## src/rtl/led_pattern_if.sv

```systemverilog
// Switch-side controls and LED-side outputs of the LED pattern engine.
// master drives the switches and observes the LEDs; slave is the engine itself.
interface led_pattern_if #(
  parameter int N_LEDS = 4
);
  logic              i_enable;
  logic [1:0]        i_speed;
  logic [1:0]        i_mode;
  logic [1:0]        i_color;
  logic [N_LEDS-1:0] o_led;
  logic [N_LEDS-1:0] o_led_r;
  logic [N_LEDS-1:0] o_led_g;
  logic [N_LEDS-1:0] o_led_b;
  logic              o_tick;

  modport master (
    output i_enable, i_speed, i_mode, i_color,
    input  o_led, o_led_r, o_led_g, o_led_b, o_tick
  );

  modport slave (
    input  i_enable, i_speed, i_mode, i_color,
    output o_led, o_led_r, o_led_g, o_led_b, o_tick
  );
endinterface

```

## src/rtl/led_pattern_gen.sv

```systemverilog
// Prescaled LED pattern engine (rotate-left/right, bounce, binary count) steered to R/G/B banks.
// Define LEDPAT_BOUNCE_EN for bounce mode; without it mode 10 runs as rotate-left.
module led_pattern_gen #(
  parameter int                    N_LEDS     = 4,
  parameter int                    NB_COUNTER = 32,
  parameter logic [NB_COUNTER-1:0] R0         = NB_COUNTER'(2**23-1),
  parameter logic [NB_COUNTER-1:0] R1         = NB_COUNTER'(2**24-1),
  parameter logic [NB_COUNTER-1:0] R2         = NB_COUNTER'(2**25-1),
  parameter logic [NB_COUNTER-1:0] R3         = NB_COUNTER'(2**26-1)
) (
  input  logic         i_clock,
  input  logic         i_reset,
  led_pattern_if.slave bus
);

  typedef enum logic [1:0] {
    MODE_ROL    = 2'b00,
    MODE_ROR    = 2'b01,
    MODE_BOUNCE = 2'b10,
    MODE_CNT    = 2'b11
  } mode_t;

  logic [NB_COUNTER-1:0] r_count;
  logic [N_LEDS-1:0]     r_pattern;
  mode_t                 r_mode;
  logic                  r_tick;

  logic [NB_COUNTER-1:0] w_limit;
  logic [N_LEDS-1:0]     w_next;
  logic                  w_step;
  logic                  w_mode_chg;

`ifdef LEDPAT_BOUNCE_EN
  localparam logic DIR_LEFT  = 1'b0;
  localparam logic DIR_RIGHT = 1'b1;
  logic r_dir;
  logic w_dir_next;
`endif

  always_comb begin
    w_limit = R0;
    case (bus.i_speed)
      2'd1:    w_limit = R1;
      2'd2:    w_limit = R2;
      2'd3:    w_limit = R3;
      default: w_limit = R0;
    endcase
  end

  // >= rather than == so dropping to a faster speed mid-count steps at once instead of wrapping
  assign w_step     = (r_count >= w_limit);
  assign w_mode_chg = (mode_t'(bus.i_mode) != r_mode);

  always_comb begin
    w_next = r_pattern;
`ifdef LEDPAT_BOUNCE_EN
    w_dir_next = r_dir;
`endif
    case (r_mode)
      MODE_ROR: w_next = {r_pattern[0], r_pattern[N_LEDS-1:1]};
      MODE_CNT: w_next = r_pattern + N_LEDS'(1);
`ifdef LEDPAT_BOUNCE_EN
      MODE_BOUNCE: begin
        // direction flips on the edge step itself, so the end LEDs are lit for one period only
        if (r_dir == DIR_LEFT) begin
          if (r_pattern[N_LEDS-1]) begin
            w_dir_next = DIR_RIGHT;
            w_next     = r_pattern >> 1;
          end else begin
            w_next = r_pattern << 1;
          end
        end else begin
          if (r_pattern[0]) begin
            w_dir_next = DIR_LEFT;
            w_next     = r_pattern << 1;
          end else begin
            w_next = r_pattern >> 1;
          end
        end
      end
`endif
      default:  w_next = {r_pattern[N_LEDS-2:0], r_pattern[N_LEDS-1]};
    endcase
  end

  always_ff @(posedge i_clock) begin
    if (i_reset) begin
      r_count   <= '0;
      r_pattern <= N_LEDS'(1);
      r_mode    <= MODE_ROL;
      r_tick    <= 1'b0;
`ifdef LEDPAT_BOUNCE_EN
      r_dir     <= DIR_LEFT;
`endif
    end else if (!bus.i_enable) begin
      r_tick <= 1'b0;
    end else if (w_mode_chg) begin
      r_mode    <= mode_t'(bus.i_mode);
      r_pattern <= N_LEDS'(1);
      r_count   <= '0;
      r_tick    <= 1'b0;
`ifdef LEDPAT_BOUNCE_EN
      r_dir     <= DIR_LEFT;
`endif
    end else if (w_step) begin
      r_count   <= '0;
      r_pattern <= w_next;
      r_tick    <= 1'b1;
`ifdef LEDPAT_BOUNCE_EN
      r_dir     <= w_dir_next;
`endif
    end else begin
      r_count <= r_count + NB_COUNTER'(1);
      r_tick  <= 1'b0;
    end
  end

  assign bus.o_led   = r_pattern;
  assign bus.o_tick  = r_tick;
  assign bus.o_led_r = (bus.i_color == 2'b00 || bus.i_color == 2'b11) ? r_pattern : '0;
  assign bus.o_led_g = (bus.i_color == 2'b01 || bus.i_color == 2'b11) ? r_pattern : '0;
  assign bus.o_led_b = (bus.i_color == 2'b10 || bus.i_color == 2'b11) ? r_pattern : '0;

endmodule

```

## src/flat_wrapper.sv

```systemverilog
// flat-port wrapper written by rule: the top's interface ports become plain ports
module led_pattern_gen_flat 
#(
  parameter int                    N_LEDS     = 4,
  parameter int                    NB_COUNTER = 32,
  parameter logic [NB_COUNTER-1:0] R0         = NB_COUNTER'(2**23-1),
  parameter logic [NB_COUNTER-1:0] R1         = NB_COUNTER'(2**24-1),
  parameter logic [NB_COUNTER-1:0] R2         = NB_COUNTER'(2**25-1),
  parameter logic [NB_COUNTER-1:0] R3         = NB_COUNTER'(2**26-1)
)
  (i_clock, i_reset, bus_i_enable, bus_i_speed, bus_i_mode, bus_i_color, bus_o_led, bus_o_led_r, bus_o_led_g, bus_o_led_b, bus_o_tick);
  led_pattern_if #(.N_LEDS(N_LEDS)) bus_i ();
  input  logic i_clock;
  input  logic i_reset;
  input wire logic [$bits(bus_i.i_enable)-1:0] bus_i_enable;
  input wire logic [$bits(bus_i.i_speed)-1:0] bus_i_speed;
  input wire logic [$bits(bus_i.i_mode)-1:0] bus_i_mode;
  input wire logic [$bits(bus_i.i_color)-1:0] bus_i_color;
  output wire logic [$bits(bus_i.o_led)-1:0] bus_o_led;
  output wire logic [$bits(bus_i.o_led_r)-1:0] bus_o_led_r;
  output wire logic [$bits(bus_i.o_led_g)-1:0] bus_o_led_g;
  output wire logic [$bits(bus_i.o_led_b)-1:0] bus_o_led_b;
  output wire logic [$bits(bus_i.o_tick)-1:0] bus_o_tick;
  assign bus_i.i_enable = bus_i_enable;
  assign bus_i.i_speed = bus_i_speed;
  assign bus_i.i_mode = bus_i_mode;
  assign bus_i.i_color = bus_i_color;
  assign bus_o_led = bus_i.o_led;
  assign bus_o_led_r = bus_i.o_led_r;
  assign bus_o_led_g = bus_i.o_led_g;
  assign bus_o_led_b = bus_i.o_led_b;
  assign bus_o_tick = bus_i.o_tick;
  led_pattern_gen #(.N_LEDS(N_LEDS), .NB_COUNTER(NB_COUNTER), .R0(R0), .R1(R1), .R2(R2), .R3(R3)) u_core (.i_clock(i_clock), .i_reset(i_reset), .bus(bus_i));
endmodule
```

## config.mk

```make
export PLATFORM = sky130hd
export DESIGN_NAME = led_pattern_gen_flat
export DESIGN_NICKNAME = d
export VERILOG_FILES = /design/src/rtl/led_pattern_if.sv /design/src/rtl/led_pattern_gen.sv /design/src/flat_wrapper.sv
export SDC_FILE = /design/constraint.sdc
export NUM_CORES = 1
export LEC_CHECK = 0
export CAP_MARGIN = 40
export CORE_MARGIN = 1.5
export CORE_UTILIZATION = 59
export CTS_BUF_LIST = sky130_fd_sc_hd__clkbuf_16
export DETAILED_ROUTE_END_ITERATION = 7
export PLACE_DENSITY_LB_ADDON = 0.3
export SYNTH_ARGS = -nofsm -noshare
export SYNTH_HDL_FRONTEND = slang
export SYNTH_SLANG_ARGS = --single-unit
```

## constraint.sdc

```tcl
create_clock -name i_clock -period 4.3 [get_ports i_clock]
set_input_delay 1.29 -clock i_clock [delete_from_list [all_inputs] [get_ports i_clock]]
set_output_delay 1.29 -clock i_clock [all_outputs]
set_load 0.05 [all_outputs]
```

==> results.toml, run 1 <==
[detailed_routing]
finalWirelength_mm = 4.29
antenna_left = 0
avgRoutedWirePerCell_um = 13.5
first_pass_iters = 4
dr_total_vias = 1788
drc = 0
drt_iter0_drc = 113
via_per_inst = 5.62

[power]
p_sw_uw = 196
power.density_nw_per_um2 = 333
switching_share_pct = 22.6
leakagePower_nw = 0.996
seq_power_share_pct = 43.1
p_clk_share_pct = 47.0
irDropWorstVdd_uv = 224
combPwrFrac_pct = 9.9
internal-power_uw = 671

[sta]
setup_tns_ns = 0
slew_violations = 0
skew_ns = 0.00533
finalHoldViolCount = 0
tightest_slew_ns = 0.719
setup_violations = 0
slew_headroom_pct = 51.9
finalCritPeriodShare_pct = 90.5
min_period_ns = 3.89
max_freq_ghz = 0.257
rsz0062_at_grt = "false"

[global_routing]
grt_max_degree = 27
grt.total_usage_pct = 24.3
grt_pass1_wl_mm = 7.73
antenna_found_initial = 0
overflow = 0
grt_pass1_vias = 1702

[cts]
cts_resized = 0
hold_buffers = 0
cts-root-buf = "clkbuf_16"
clk_pin_slew_ns = 0.05
cts.sinks = 39
cts_max_level = 2
worst_skew_pair.late_latency_ns = 0.28
cts_inserted_buffers = 5
cts_buffer_depth = 2
cts_tree = "built"
postCtsSetupRepairBufs = 0

[synth]
synthesis.area_um2 = 2130
synthFlopType = "dfxtp_1"
ys_warn_count = 0
synth_top_cell_area_share_pct = 36.7
synth.avg_cell_area_um2 = 8.64
ys_seq_area_share_pct = 36.7
synth_edf_count = 0
yosysTopAreaCell = "dfxtp_1"
async_reset_ff_share_pct = 0
synthTopCellsByCount = "nor2_1 (43), dfxtp_1 (39), xor2_1 (20), nand4_1 (15), nand2_1 (11)"
ys_ff_latch = 39
synth_area_leaders = "dfxtp_1 (37%), xor2_1 (8.2%), nor2_1 (7.6%), nand4_1 (4.4%), ha_1 (4.1%)"
synth_cells = 246
synth_most_common_cell = "nor2_1"
syn_nets = 262
synth.distinct_cells = 48

[hold_path]
worstHoldPathCells = 2
hold_class = "flop to flop"

[setup_path]
arrival_ns = 2.60
crit_fanout = 4
ff2ff_path_depth = 7
worstPathRequired_ns = 3.01
start_kind = "primary input"
end_kind = "primary output"
critPathKind = "primary input to primary output"
r2r_slack_ns = 2.05

[finish]
n_antenna_cell = 0
fillers = 236
utilization_pct = 76.8
layout-drive-gt1-share_pct = 12.9
seqCellArea_um2 = 781
multi_input_area_um2 = 1260
syn_to_final_growth_pct = 22.4
fin_nets = 287

[floorplanning]
rows = 21
start_util_pct = 62.7
die_h_um = 63.0
dieArea_um2 = 3970
ios = 26
core_um2 = 3390
die_w_um = 63.0

[placement]
dpl.hpwl_mm = 2.95
gp_congestion = 0.778
io_buffers = 25

[run]
maxCapViolCount = 0

[outcome]
outcome = "finished clean"
[cells by family (layout without fill, tap and decap cells)]
group / Yosys count / after routing / synth area share (%)
buffers and inverters: 19 / 45 / 3.94
AND/OR/NAND/NOR: 119 / 119 / 32.2
flip-flops: 39 / 39 / 36.7
AO/OA/AOI/OAI: 29 / 29 / 9.18
XOR/XNOR: 29 / 29 / 11.9
multiplexers: 4 / 4 / 1.88
adder cells (fa/ha/maj): 7 / 7 / 4.12
[metal layers]
layer  global-route usage, %  wire length [um]  vias to the layer above  part of all wire [%]
met2                    40.2              2040                       35                    47
met5                       0                 0                        -                     0
met3                    4.86               165                        7                   3.8
met4                    9.17                61                        0                   1.4
met1                    31.2              2030                      833                    47
li1                        -                 -                      913                     -
[layout make-up]
type | instances | share of cell area, %
clock buffers | 5 | 4.81
clock inverters | 3 | 1.49
inverters | 9 | 1.30
multi-input cells | 188 | 48.5
flip-flops and latches | 39 | 30.0
well taps | 46 | 2.21
repair buffers | 28 | 11.7
[cells in the final DEF, fill, tap and decap left out, drive strengths merged, types with 2 or more instances in the layout]
cell type / count
a21oi: 7
and2: 9
and3: 5
and4: 6
buf: 15
clkbuf: 5
clkdlybuf4s50: 13
clkinv: 2
dfxtp: 39
ha: 7
inv: 9
mux2i: 4
nand2: 12
nand3: 8
nand4: 16
nand4b: 2
nor2: 43
nor2b: 4
nor3: 3
nor3b: 2
nor4: 4
o211ai: 2
o21ai: 9
o2bb2ai: 2
xnor2: 9
xor2: 20
[power groups by stage]
stage               clock network (mW)  registers, mW  logic [mW]
floorplan                            0          0.382      0.0532
global placement                     0          0.382      0.0847
detailed placement                   0          0.382      0.0858
CTS                              0.412          0.374      0.0862
global route                     0.426          0.375      0.0927
finish                           0.407          0.374      0.0860
[critical path: stages]
cell and delay (ns):
clkdlybuf4s50_1 0.51, inv_1 0.09, ha_1 0.19, nor2_1 0.23, nor2b_1 0.08, buf_4 0.19
[sequential cells by signal, indices dropped and copies added, names as in the netlist]
register / count
u_core.r_count: 32
u_core.bus.o_led: 4
u_core.r_mode: 2
u_core.bus.o_tick: 1
[through the flow]
stage / worst slack (ns) / std cells / total power [mW] / area [um2] / hold slack, ns
after detailed placement: 0.400 / 310 / 0.468 / 2440 / 0.453
after floorplan: 0.749 / 246 / 0.436 / 2130 / 0.433
final: 0.409 / 318 / 0.867 / 2600 / 0.471
after global routing: 0.300 / 318 / 0.894 / 2600 / 0.478
after global placement: 0.463 / 310 / 0.466 / 2440 / 0.447
after CTS: 0.398 / 318 / 0.872 / 2600 / 0.472
[path summary, 6_finish.rpt]
path	start	to
min reg2reg	u_core.r_count[31]$_SDFFE_PP0P_	u_core.r_count[31]$_SDFFE_PP0P_
max reg2reg	u_core.r_count[0]$_SDFFE_PP0P_	u_core.r_count[11]$_SDFFE_PP0P_
max	bus_i_color[0]	bus_o_led_b[3]
min	u_core.r_count[31]$_SDFFE_PP0P_	u_core.r_count[31]$_SDFFE_PP0P_
(Power assumes the default switching activity.)
==> run 2, diff against run 1 <==
Settings changed: GPL_ROUTABILITY_DRIVEN set to 0.
==> results of run 2 <==
Same layout as run 1: the final DEF is identical, and so are final timing and power.
==> run 3, diff against run 2 <==
Settings changed: CORE_ASPECT_RATIO set to 1.1.
==> results.toml, run 3 (same netlist as run 1, synthesis figures left out) <==
[cts]
worst_skew_pair.late_latency_ns = 0.28
cts-root-buf = "clkbuf_16"
postCtsSetupRepairBufs = 0
clk_pin_slew_ns = 0.05
cts.sinks = 39
cts_buffer_depth = 2
hold_buffers = 0
cts_tree = "built"
cts_inserted_buffers = 5
cts_max_level = 2
cts_resized = 0

[setup_path]
ff2ff_path_depth = 5
worstPathRequired_ns = 3.01
arrival_ns = 2.63
slowest_stage = "clkdlybuf4s50_1"
slowest_delay_ns = 0.51
start_kind = "primary input"
worst-path-buf-inv = 3
crit_path_cell_trace = "clkdlybuf4s50_1 > inv_1 > ha_1 > nor2_1 > nor2b_1 > buf_4"
crit_fanout = 4
cp.depth = 6
critPathKind = "primary input to primary output"
path_delay_family = "buffers and inverters"
end_kind = "primary output"
r2r_slack_ns = 2.30

[finish]
stdcell_area_um2 = 2560
layout_common_cells = "nor2_1 (43), dfxtp_1 (39), xor2_1 (20)"
largest_reg_flops = 32
fin_nets = 287
regMostFlops = "u_core.r_count"
layout-drive-gt1-share_pct = 12.5
n_antenna_cell = 0
mostFrequentLayoutCell = "nor2_1"
syn_to_final_growth_pct = 20.5

[outcome]
outcome = "finished clean"

[global_routing]
antenna_found_initial = 0
use_met2_pct = 42.5
grt_max_degree = 19
grt.total_usage_pct = 25.2
global_route.usage.met1_pct = 27.6
grt_pass1_vias = 1740
grt_busiest_layer = "met2"
grt_use_met3_pct = 8.41
grt_pass1_wl_mm = 7.51
overflow = 0

[power]
p_clk_share_pct = 42.6
irDropWorstVdd_uv = 233
power.density_nw_per_um2 = 312
totalPowerFinal_uw = 798
seq_power_share_pct = 46.9
combPwrFrac_pct = 10.5
internal-power_uw = 608
p_sw_uw = 191
switching_share_pct = 23.9
leakagePower_nw = 0.976

[sta]
finalHoldViolCount = 0
setup_violations = 0
tightest_slew_ns = 0.701
slew_violations = 0
max_freq_ghz = 0.255
rsz0062_at_grt = "false"
min_period_ns = 3.92
fin_hold_ws_ns = 0.472
setup_tns_ns = 0
skew_ns = 0.00335
finalCritPeriodShare_pct = 91.1
slew_headroom_pct = 53.1

[floorplanning]
rows = 22
start_util_pct = 62.8
die_w_um = 60.2
ios = 26
core_um2 = 3390
dieArea_um2 = 3970
die_h_um = 66.0

[detailed_routing]
finalWirelength_mm = 4.33
via_per_inst = 5.62
dr_total_vias = 1792
first_pass_iters = 4
drc = 0
antenna_left = 0
avgRoutedWirePerCell_um = 13.6
drt_iter0_drc = 56

[hold_path]
hold_class = "flop to flop"
worstHoldPathCells = 2

[placement]
dpl.hpwl_mm = 3.12
io_buffers = 25
post_dp_cell_area_um2 = 2430

[run]
maxCapViolCount = 0
## run 3: routing by layer
metal | wire length (um) | part of all wire [%] | vias up
met2 | 2180 | 50 | 32
li1 | - | - | 913
met4 | 125 | 2.9 | 0
met1 | 1860 | 43 | 832
met5 | 0 | 0 | -
met3 | 173 | 4.0 | 15
## run 3: cell type report
type	instances	area (um2)
clock buffers	5	125
clock inverters	2	8.76
fillers	260	823
inverters	9	33.8
multi-input cells	188	1260
flip-flops and latches	39	781
well taps	48	60.1
repair buffers	28	293
## run 3: worst paths after layout
check	startpoint	end
setup / recovery	bus_i_color[0]	bus_o_led_b[0]
hold / removal	u_core.r_count[31]$_SDFFE_PP0P_	u_core.r_count[31]$_SDFFE_PP0P_
setup reg to reg	u_core.r_count[14]$_SDFFE_PP0P_	u_core.r_count[31]$_SDFFE_PP0P_
hold reg to reg	u_core.r_count[31]$_SDFFE_PP0P_	u_core.r_count[31]$_SDFFE_PP0P_
## run 3: power by group through the flow
| stage | combinational (mW) | sequential (mW) | clock (mW) |
|---|---|---|---|
| floorplan | 0.0532 | 0.382 | 0 |
| global route | 0.0910 | 0.375 | 0.363 |
| detailed placement | 0.0837 | 0.382 | 0 |
| CTS | 0.0845 | 0.374 | 0.345 |
| finish | 0.0842 | 0.374 | 0.340 |
| global placement | 0.0821 | 0.382 | 0 |
## run 3: stage by stage
step,setup slack [ns],utilization [%],instances
after floorplan,0.749,-,246
after global placement,0.468,71.7,312
after detailed placement,0.401,71.7,312
after CTS,0.399,75.7,319
after global routing,0.261,75.7,319
final,0.383,75.7,319
## run 3: worst min-delay path: cells and delay by family (launching register included)
kind | cells | cell delay, ns
flops | 1 | 0.31
buf+inv | 1 | 0.07
compound gates | 1 | 0.04
